--- src/rtl/uart_rx_if.sv ---
// Byte-side bundle of the UART receiver: received data plus status strobes.
// master = receiver (drives), slave = byte consumer.
interface uart_rx_if;
  logic [7:0] uart_dat_o;
  logic       uart_rdy_o;
  logic       uart_ferr_o;
  logic       uart_perr_o;
  logic       uart_busy_o;

  modport master (output uart_dat_o, uart_rdy_o, uart_ferr_o, uart_perr_o, uart_busy_o);
  modport slave  (input  uart_dat_o, uart_rdy_o, uart_ferr_o, uart_perr_o, uart_busy_o);
endinterface

--- src/rtl/uart_rx.sv ---
// UART receiver, 16x oversampled with 3-sample majority vote. 8N1 by default;
// define UART_RX_PARITY_EN for start + 8 data + even parity + stop.
module uart_rx #(
  parameter int CLK_HZ = 50000000,
  parameter int BAUD   = 115200
) (
  input  logic     sys_clk_i,
  input  logic     sys_rst_i,
  input  logic     uart_rx_i,
  uart_rx_if.master bus
);

  localparam logic [31:0] INC = 32'(16 * BAUD);
  localparam logic [31:0] LIM = 32'(CLK_HZ);

  typedef enum logic [2:0] {
    IDLE,
    START,
    DATA,
`ifdef UART_RX_PARITY_EN
    PARITY,
`endif
    STOP,
    WAIT_IDLE
  } state_t;

  state_t      state_q, state_d;
  logic        rx_meta, rx_sync;
  logic [31:0] acc, acc_sum;
  logic        tick;
  logic [3:0]  cnt_q, cnt_d;
  logic [2:0]  bitidx_q, bitidx_d;
  logic [7:0]  shreg_q, shreg_d;
  logic [2:0]  s_q, s_d, samp;
  logic        vote, vote_tick, end_tick;
  logic [7:0]  dat_q, dat_d;
  logic        rdy_q, rdy_d, ferr_q, ferr_d;
`ifdef UART_RX_PARITY_EN
  logic        perr_q, perr_d;
  logic        perr_o_q, perr_o_d;
`endif

  // Fractional tick generator: free-running, so start alignment is within one tick.
  assign acc_sum = acc + INC;
  assign tick    = (acc_sum >= LIM);

  // Majority includes the sample being taken on the cnt=9 tick.
  assign samp      = {s_q[1:0], rx_sync};
  assign vote      = (samp[0] & samp[1]) | (samp[0] & samp[2]) | (samp[1] & samp[2]);
  assign vote_tick = tick && (cnt_q == 4'd9);
  assign end_tick  = tick && (cnt_q == 4'd15);

  always_comb begin
    state_d  = state_q;
    cnt_d    = tick ? 4'(cnt_q + 4'd1) : cnt_q;
    bitidx_d = bitidx_q;
    shreg_d  = shreg_q;
    s_d      = (tick && cnt_q >= 4'd7 && cnt_q <= 4'd9) ? samp : s_q;
    dat_d    = dat_q;
    rdy_d    = 1'b0;
    ferr_d   = 1'b0;
`ifdef UART_RX_PARITY_EN
    perr_d   = perr_q;
    perr_o_d = 1'b0;
`endif
    case (state_q)
      IDLE: begin
        cnt_d = 4'd0;
        if (!rx_sync) state_d = START;
      end
      START: begin
        if (vote_tick && vote) state_d = IDLE;
        else if (end_tick) begin
          state_d  = DATA;
          cnt_d    = 4'd0;
          bitidx_d = 3'd0;
        end
      end
      DATA: begin
        if (vote_tick) shreg_d = {vote, shreg_q[7:1]};
        if (end_tick) begin
          cnt_d = 4'd0;
          if (bitidx_q == 3'd7) begin
`ifdef UART_RX_PARITY_EN
            state_d = PARITY;
`else
            state_d = STOP;
`endif
          end else begin
            bitidx_d = 3'(bitidx_q + 3'd1);
          end
        end
      end
`ifdef UART_RX_PARITY_EN
      PARITY: begin
        if (vote_tick) perr_d = vote ^ (^shreg_q);
        if (end_tick) begin
          state_d = STOP;
          cnt_d   = 4'd0;
        end
      end
`endif
      // Leave at the vote rather than the bit end so the next start edge is never missed.
      STOP: begin
        if (vote_tick) begin
          if (vote) begin
            dat_d   = shreg_q;
            rdy_d   = 1'b1;
`ifdef UART_RX_PARITY_EN
            perr_o_d = perr_q;
`endif
            state_d = IDLE;
          end else begin
            ferr_d  = 1'b1;
            state_d = WAIT_IDLE;
          end
        end
      end
      WAIT_IDLE: begin
        cnt_d = 4'd0;
        if (rx_sync) state_d = IDLE;
      end
      default: state_d = IDLE;
    endcase
  end

  always_ff @(posedge sys_clk_i) begin
    if (sys_rst_i) begin
      rx_meta  <= 1'b1;
      rx_sync  <= 1'b1;
      acc      <= '0;
      state_q  <= IDLE;
      cnt_q    <= '0;
      bitidx_q <= '0;
      shreg_q  <= '0;
      s_q      <= '0;
      dat_q    <= '0;
      rdy_q    <= 1'b0;
      ferr_q   <= 1'b0;
`ifdef UART_RX_PARITY_EN
      perr_q   <= 1'b0;
      perr_o_q <= 1'b0;
`endif
    end else begin
      rx_meta  <= uart_rx_i;
      rx_sync  <= rx_meta;
      acc      <= tick ? acc_sum - LIM : acc_sum;
      state_q  <= state_d;
      cnt_q    <= cnt_d;
      bitidx_q <= bitidx_d;
      shreg_q  <= shreg_d;
      s_q      <= s_d;
      dat_q    <= dat_d;
      rdy_q    <= rdy_d;
      ferr_q   <= ferr_d;
`ifdef UART_RX_PARITY_EN
      perr_q   <= perr_d;
      perr_o_q <= perr_o_d;
`endif
    end
  end

  assign bus.uart_dat_o  = dat_q;
  assign bus.uart_rdy_o  = rdy_q;
  assign bus.uart_ferr_o = ferr_q;
  assign bus.uart_busy_o = (state_q != IDLE);
`ifdef UART_RX_PARITY_EN
  assign bus.uart_perr_o = perr_o_q;
`else
  assign bus.uart_perr_o = 1'b0;
`endif

endmodule

--- src/flat_wrapper.sv ---
// flat-port wrapper written by rule: the top's interface ports become plain ports
module uart_rx_flat 
#(
  parameter int CLK_HZ = 50000000,
  parameter int BAUD   = 115200
)
  (sys_clk_i, sys_rst_i, uart_rx_i, bus_uart_dat_o, bus_uart_rdy_o, bus_uart_ferr_o, bus_uart_perr_o, bus_uart_busy_o);
  uart_rx_if bus_i ();
  input  logic sys_clk_i;
  input  logic sys_rst_i;
  input  logic uart_rx_i;
  output wire logic [$bits(bus_i.uart_dat_o)-1:0] bus_uart_dat_o;
  output wire logic [$bits(bus_i.uart_rdy_o)-1:0] bus_uart_rdy_o;
  output wire logic [$bits(bus_i.uart_ferr_o)-1:0] bus_uart_ferr_o;
  output wire logic [$bits(bus_i.uart_perr_o)-1:0] bus_uart_perr_o;
  output wire logic [$bits(bus_i.uart_busy_o)-1:0] bus_uart_busy_o;
  assign bus_uart_dat_o = bus_i.uart_dat_o;
  assign bus_uart_rdy_o = bus_i.uart_rdy_o;
  assign bus_uart_ferr_o = bus_i.uart_ferr_o;
  assign bus_uart_perr_o = bus_i.uart_perr_o;
  assign bus_uart_busy_o = bus_i.uart_busy_o;
  uart_rx #(.CLK_HZ(CLK_HZ), .BAUD(BAUD)) u_core (.sys_clk_i(sys_clk_i), .sys_rst_i(sys_rst_i), .uart_rx_i(uart_rx_i), .bus(bus_i));
endmodule
--- config.mk ---
export PLATFORM = sky130hd
export DESIGN_NAME = uart_rx_flat
export DESIGN_NICKNAME = d
export VERILOG_FILES = /design/src/rtl/uart_rx_if.sv /design/src/rtl/uart_rx.sv /design/src/flat_wrapper.sv
export SDC_FILE = /design/constraint.sdc
export NUM_CORES = 1
export LEC_CHECK = 0
export ABC_AREA = 0
export BUFFER_PORTS_ARGS = -buffer_cell sky130_fd_sc_hd__buf_2
export CORE_ASPECT_RATIO = 1.2
export CORE_UTILIZATION = 55
export CTS_BUF_LIST = sky130_fd_sc_hd__clkbuf_8
export CTS_CLUSTER_DIAMETER = 100
export DETAILED_ROUTE_END_ITERATION = 8
export PLACE_DENSITY_LB_ADDON = 0.3
export SETUP_SLACK_MARGIN = 0.4
export SLEW_MARGIN = 20
export SYNTH_ARGS = -nofsm -noshare
export SYNTH_HDL_FRONTEND = slang
export SYNTH_SLANG_ARGS = --single-unit
--- constraint.sdc ---
create_clock -name sys_clk_i -period 2.68 [get_ports sys_clk_i]
set_clock_uncertainty 0.15 [all_clocks]
set_input_delay 0.536 -clock sys_clk_i [delete_from_list [all_inputs] [get_ports sys_clk_i]]
set_output_delay 0.536 -clock sys_clk_i [all_outputs]
set_load 0.03 [all_outputs]
# Word level (Yosys, flattened, before mapping)
# Index checks and enable logic that the tools add are counted.
classes:
  add_sub_neg: 4
  mul: 0
  n_div: 0
  magnitude_cmp: 3
  n_eq_ne: 16
  shifts: 0
  n_mux: 21
  n_bitwise: 7
  reduce_logical: 14
ops:
  columns: ["operator", "n"]
  rows:
  - ["$mux 3", 12]
  - ["$add 32x21->32 const B", 1]
  - ["$ge 32x26->1 const B", 1]
  - ["$mux 32", 1]
  - ["$sub 32x26->32 const B", 1]
  - ["$pmux 3 s5", 1]
  - ["$mux 4", 3]
  - ["$pmux 4 s3", 1]
  - ["$ne 2x1->1 const B", 5]
  - ["$eq 4x4->1 const B", 2]
  - ["$eq 3x2->1 const B", 2]
  - ["$eq 3x3->1 const B", 2]
  - ["$ne 2x2->1 const B", 3]
  - ["$pmux 3 s2", 1]
  - ["$reduce_and 6->1", 1]
  - ["$logic_and 1x1->1", 5]
  - ["$reduce_and 5->1", 1]
  - ["$add 4x1->4 const B", 1]
  - ["$ge 4x3->1 const B", 1]
  - ["$le 4x4->1 const B", 1]
  - ["$add 3x1->3 const B", 1]
  - ["$and 1x1->1", 3]
  - ["$eq 3x1->1 const B", 1]
  - ["$logic_not 3->1", 1]
  - ["10 further kinds", 13]
totals:
  register_bits: 64
  latch_bits: 0
  ramBits: 0
  romBits: 0
  inputBits: 3
  output_inout_bits: 12
  elab_cells: 76
  mem_count: 0

# Longest topological paths before layout
depth:
  depth_word: 6
  ltp_mapped: 12
  depth_no_buf: 10

# Least setup slack after synthesis
# No wires, ideal clock.
synth_path:
  path_kind: "flip-flop to flip-flop"
  startpoint: "reg u_core.acc[13]"
  endpoint: "reg u_core.acc[11]"
  setup_time_ns: 0.123
  arrival_ns: 2.642
  t_required_ns: 2.407
  setup_slack_ns: -0.235
  stages_incl_launch_ff: 10
  path_buffers: 0
  synth_period_minus_slack_ns: 2.915
  cell_sequence: "dfxtp_1 > ha_1 > and4_1 > nand2_1 > o31ai_1 > o21ai_0 > or3_1 > o21a_1 > or4_1 > mux2_1"
synth_via:
  elab_chain_cells: 3
synth_lines:
  columns: ["item", "line", "rtl"]
  rows:
  - ["from (decl)", "uart_rx.sv:29", "logic [31:0] acc, acc_sum;"]
  - ["from (signal assigned)", "uart_rx.sv:147", "acc <= tick ? acc_sum - LIM : acc_sum;"]
  - ["$add 32x21->32", "uart_rx.sv:44", "assign acc_sum = acc + INC;"]
  - ["$ge 32x26->1", "uart_rx.sv:45", "assign tick = (acc_sum >= LIM);"]
  - ["$mux 32", "uart_rx.sv:147", null]
# Every way passes these cells.
# A chain may end at the register's enable or synchronous reset.

# Final worst setup path
layout_path:
  startpoint: "reg u_core.acc[13]"
  endpoint: "reg u_core.acc[28]"
layout_via:
  elab_chain_cells: 3
  word_cells_on_any_way: 4
  classes_between: "add/sub: 2; order compare: 1; mux: 1"
layout_lines:
  columns: ["item", "line"]
  rows:
  - ["$add 32x21->32 *", "uart_rx.sv:44"]
  - ["$sub 32x26->32 / $ge 32x26->1 (equally long branches)", "uart_rx.sv:147, uart_rx.sv:45"]
  - ["$mux 32 *", "uart_rx.sv:147"]
# Mark *: on every way between the ends. The rest lies on a longest branch, timed or not.

==> run_results.csv <==
group,metric,value,unit
yosys,yosysSeqAreaShare,33.0,%
critical_path,cpMaxStageDelayCell,"nor4_1",
yosys,synth_edf_count,0,
clock_network,cts-htree-levels,3,
final_layout,nets,551,
pwr,p_seq_share,19.5,%
pwr,ir_worst_vdd,741,uV
sta,whs,0.228,ns
global_routing,grt_max_degree,32,
clock_network,cts_tree,"done",
yosys,syn_area_per_cell,7.98,um2
sta,maxSlewHeadroom,46.7,%
yosys,netlist_area,3460,um2
route,routed_wirelength,15600,um
global_routing,antenna_found_initial,0,
global_routing,gr-usage-met2,67.6,%
global_routing,grt_pass1_vias,4081,
critical_path,rr_endpoint,"u_core.acc[28]",
critical_path,arrival,3.16,ns
final_layout,n_fill_cell,225,
global_routing,top_usage_layer,"met2",
yosys,synth_fp_nets,445,
min_path,hold_depth,2,
run_status,violations,"setup timing",
pwr,pwr-share-comb,63.7,%
clock_network,clock_latency,0.35,ns
critical_path,reg2regPathDepth,13,
critical_path,critPathMaxFanout,5,
route,drtIter0Drc,605,
critical_path,required,2.74,ns
pwr,switchingPower,2.68,mW
pwr,total_power,6.22,mW
yosys,ys.warnings.count,0,
sta,timing.final.ws_setup,-0.423,ns
global_routing,gr-usage-met3,7.06,%
critical_path,critical_path.startpoint_type,"flip-flop",
global_routing,grt_overflow,0,
critical_path,path_cells,"buf_4 > buf_4 > nor2b_1 > o2111ai_2 > a21oi_2 > nor2_2 > buf_4 > buf_4 > nor4_1 > buf_4 > a21oi_1 > a31oi_2 > nor3_2",
critical_path,critPathCaptureType,"flip-flop",
pwr,p_leak,2.09,nW
placement,pre_cts_ws,-0.262,ns
sta,finalMaxSlewViolations,0,
min_path,hold_end,"u_core.rx_meta",
yosys,ys_ff_latch,57,
die,die-width,74.4,um
route,antenna_left,0,
clock_network,hold_buffers,0,
min_path,hold_class,"input pin to flip-flop",
yosys,ys.flop_type,"dfxtp_1",
sta,max_freq,0.322,GHz
route,via_per_inst,7.27,
die,initial_core_util,57.1,%
die,die-height,88.9,um
sta,post-route-period-util,116,%
yosys,syn-instance-count,433,
die,io_pins,15,
critical_path,slowest_delay,0.42,ns
sta,final_hold_viol_count,0,
die,row_count,31,
clock_network,cts_buffer_depth,2,
sta,worst_pin_slew,0.800,ns
route,firstDrtPassIters,7,
clock_network,clock_sinks,57,
yosys,ys_types,71,
final_layout,drive_gt1_share,49.1,%
clock_network,cts_buffers,9,
pwr,intPower,3.54,mW
final_layout,area_delta_synth_final,57.0,%
min_path,hold_start,"uart_rx_i",
flow_run,drv_cap,0,
die,coreArea,6050,um2
route,vias,4551,
pwr,p_per_area,1150,nW/um2
run_status,status,"finished with violations",
yosys,synthArstFlopShare,0,%
clock_network,cts-root-buf,"clkbuf_8",
final_layout,n_antenna_cell,0,
critical_path,critPathTopFamily,"buffers and inverters",
pwr,p_clk_share,16.9,%
global_routing,met1_usage,44.7,%
placement,place_hpwl,6480,um
critical_path,cpMostUsedCell,"buf_4",
route,wl_per_cell,24.9,um
pwr,swShare,43.1,%
critical_path,reg2reg_from,"u_core.acc[13]",
placement,io_buffers,13,
sta,finalWorstPathRequiredPeriod,3.10,ns
sta,rsz0062_at_grt,"yes",
die,fp.dieArea,6610,um2
placement,gp_congestion,0.905,
critical_path,critPathBufInv,5,
global_routing,track_usage,39.4,%
global_routing,grt_pass1_wl,19600,um
critical_path,critPathKind,"flip-flop to flip-flop",
sta,setup-violations-final,55,
critical_path,rrSetupSlack,-0.42,ns
route,route.detailed.drc,0,
clock_network,path_clk_slew,0.07,ns
==> stage by stage <==
| stage | instances | util, % | setup TNS (ns) | area [um2] |
|---|---|---|---|---|
| global placement | 574 | 68.8 | -3.60 | 4170 |
| floorplan | 433 | - | 0 | 3560 |
| CTS | 618 | 82.9 | -2.40 | 5010 |
| detailed placement | 574 | 68.8 | -6.13 | 4170 |
| global route | 626 | 89.7 | -15.77 | 5430 |
| finish | 626 | 89.7 | -10.53 | 5430 |
==> worst max-delay path by stage <==
stage / from / endpoint / slack (ns) / cells past startpoint
2_1_floorplan: u_core.acc[19] / u_core.acc[11] / 0.005 / 8
3_3_place_gp: u_core.acc[13] / u_core.acc[14] / -0.18 / 12
3_5_place_dp: u_core.acc[13] / u_core.acc[14] / -0.26 / 12
4_1_cts: u_core.acc[20] / u_core.acc[11] / -0.14 / 8
5_1_grt: u_core.acc[13] / u_core.acc[28] / -0.56 / 13
6_report: u_core.acc[13] / u_core.acc[28] / -0.42 / 13
==> cells in the final DEF, fill, tap and decap left out, types with 4 or more instances in the layout <==
cell type / instances
nor3_1: 10
or2_2: 4
a21oi_2: 12
a31oi_4: 4
xor2_2: 5
nor4_2: 4
dfxtp_1: 49
nor3b_1: 4
nor3_2: 8
nand3_1: 24
nand4_1: 5
nor2b_1: 4
clkbuf_8: 9
buf_2: 13
buf_4: 90
nand3_2: 10
xnor2_1: 7
o21ai_1: 12
o21ai_4: 5
mux2i_1: 6
o21a_1: 4
and4_1: 5
buf_6: 15
nand2_1: 19
nor2_1: 19
inv_1: 12
and3_4: 5
nand2_2: 5
ha_1: 7
a21oi_1: 22
or3_1: 9
o21ai_2: 10
o21ai_0: 18
dfxtp_2: 5
==> cells by family after synthesis <==
group                      after synthesis  synth area share, %
adders and majority gates               10                 3.55
DFF                                     57                 33.0
muxes                                    8                 2.35
xor gates and xnor gates                18                 4.78
and+or+nand+nor                        171                 27.9
other                                    1                0.108
AOI/OAI and AO/OA                      124                 22.4
buffers and inverters                   44                 5.90
==> cell usage after synthesis, drive strengths merged (8+ instances only) <==
cell	n	area share (%)
dfxtp	57	33
o21ai	44	6.5
a21oi	36	5.5
nand3	35	5.2
nand2	24	2.6
nor2	23	2.6
nor3	20	3.2
buf	17	3.0
clkbuf	15	1.6
inv	12	1.3
or3	12	2.3
xnor2	10	2.5
ha	9	3.3
a31oi	8	1.4
and3	8	1.4
xor2	8	2.2
==> sequential cells by signal, indices dropped and copies added (netlist names) <==
name                    cells
u_core.s_q                  2
u_core.bus.uart_ferr_o      1
u_core.state_q              3
u_core.bus.uart_rdy_o       1
u_core.rx_sync              1
u_core.acc                 25
u_core.cnt_q                4
u_core.bus.uart_dat_o       8
u_core.rx_meta              1
u_core.shreg_q              8
u_core.bitidx_q             3
==> cell type report <==
cell class                 count  area (um2)  share of cell area [%]
tap                           82         103                    1.89
sequential                    57        1160                    21.3
clock inverter                 7         125                    2.31
multi-input combinational    333        2800                    51.5
timing repair buffer         126        1070                    19.8
inverter                      12        45.0                   0.830
clock buffer                   9         124                    2.28
==> repair_timing <==
item | CTS | global route
gates resized for setup | 73 | 71
buffers inserted | 25 | 7
pin swaps | 20 | 51
gates cloned | 3 | 1
endpoints found under the setup margin | 55 | 55
==> power by group through the flow <==
stage	combinational [mW]	sequential (mW)	clock, mW
2_1_floorplan	1.48	1.13	0
3_3_place_gp	2.22	1.16	0
3_5_place_dp	2.27	1.17	0
4_1_cts	3.08	1.16	1.02
5_1_grt	4.06	1.22	1.08
6_report	3.96	1.21	1.05
==> per-layer routing <==
metal / wire (um) / vias to the layer above
met5: 0 / -
met4: 1310 / 0
met3: 1570 / 175
met2: 7170 / 451
met1: 5530 / 2104
li1: - / 1821
Power figures use the tool's default switching activity.
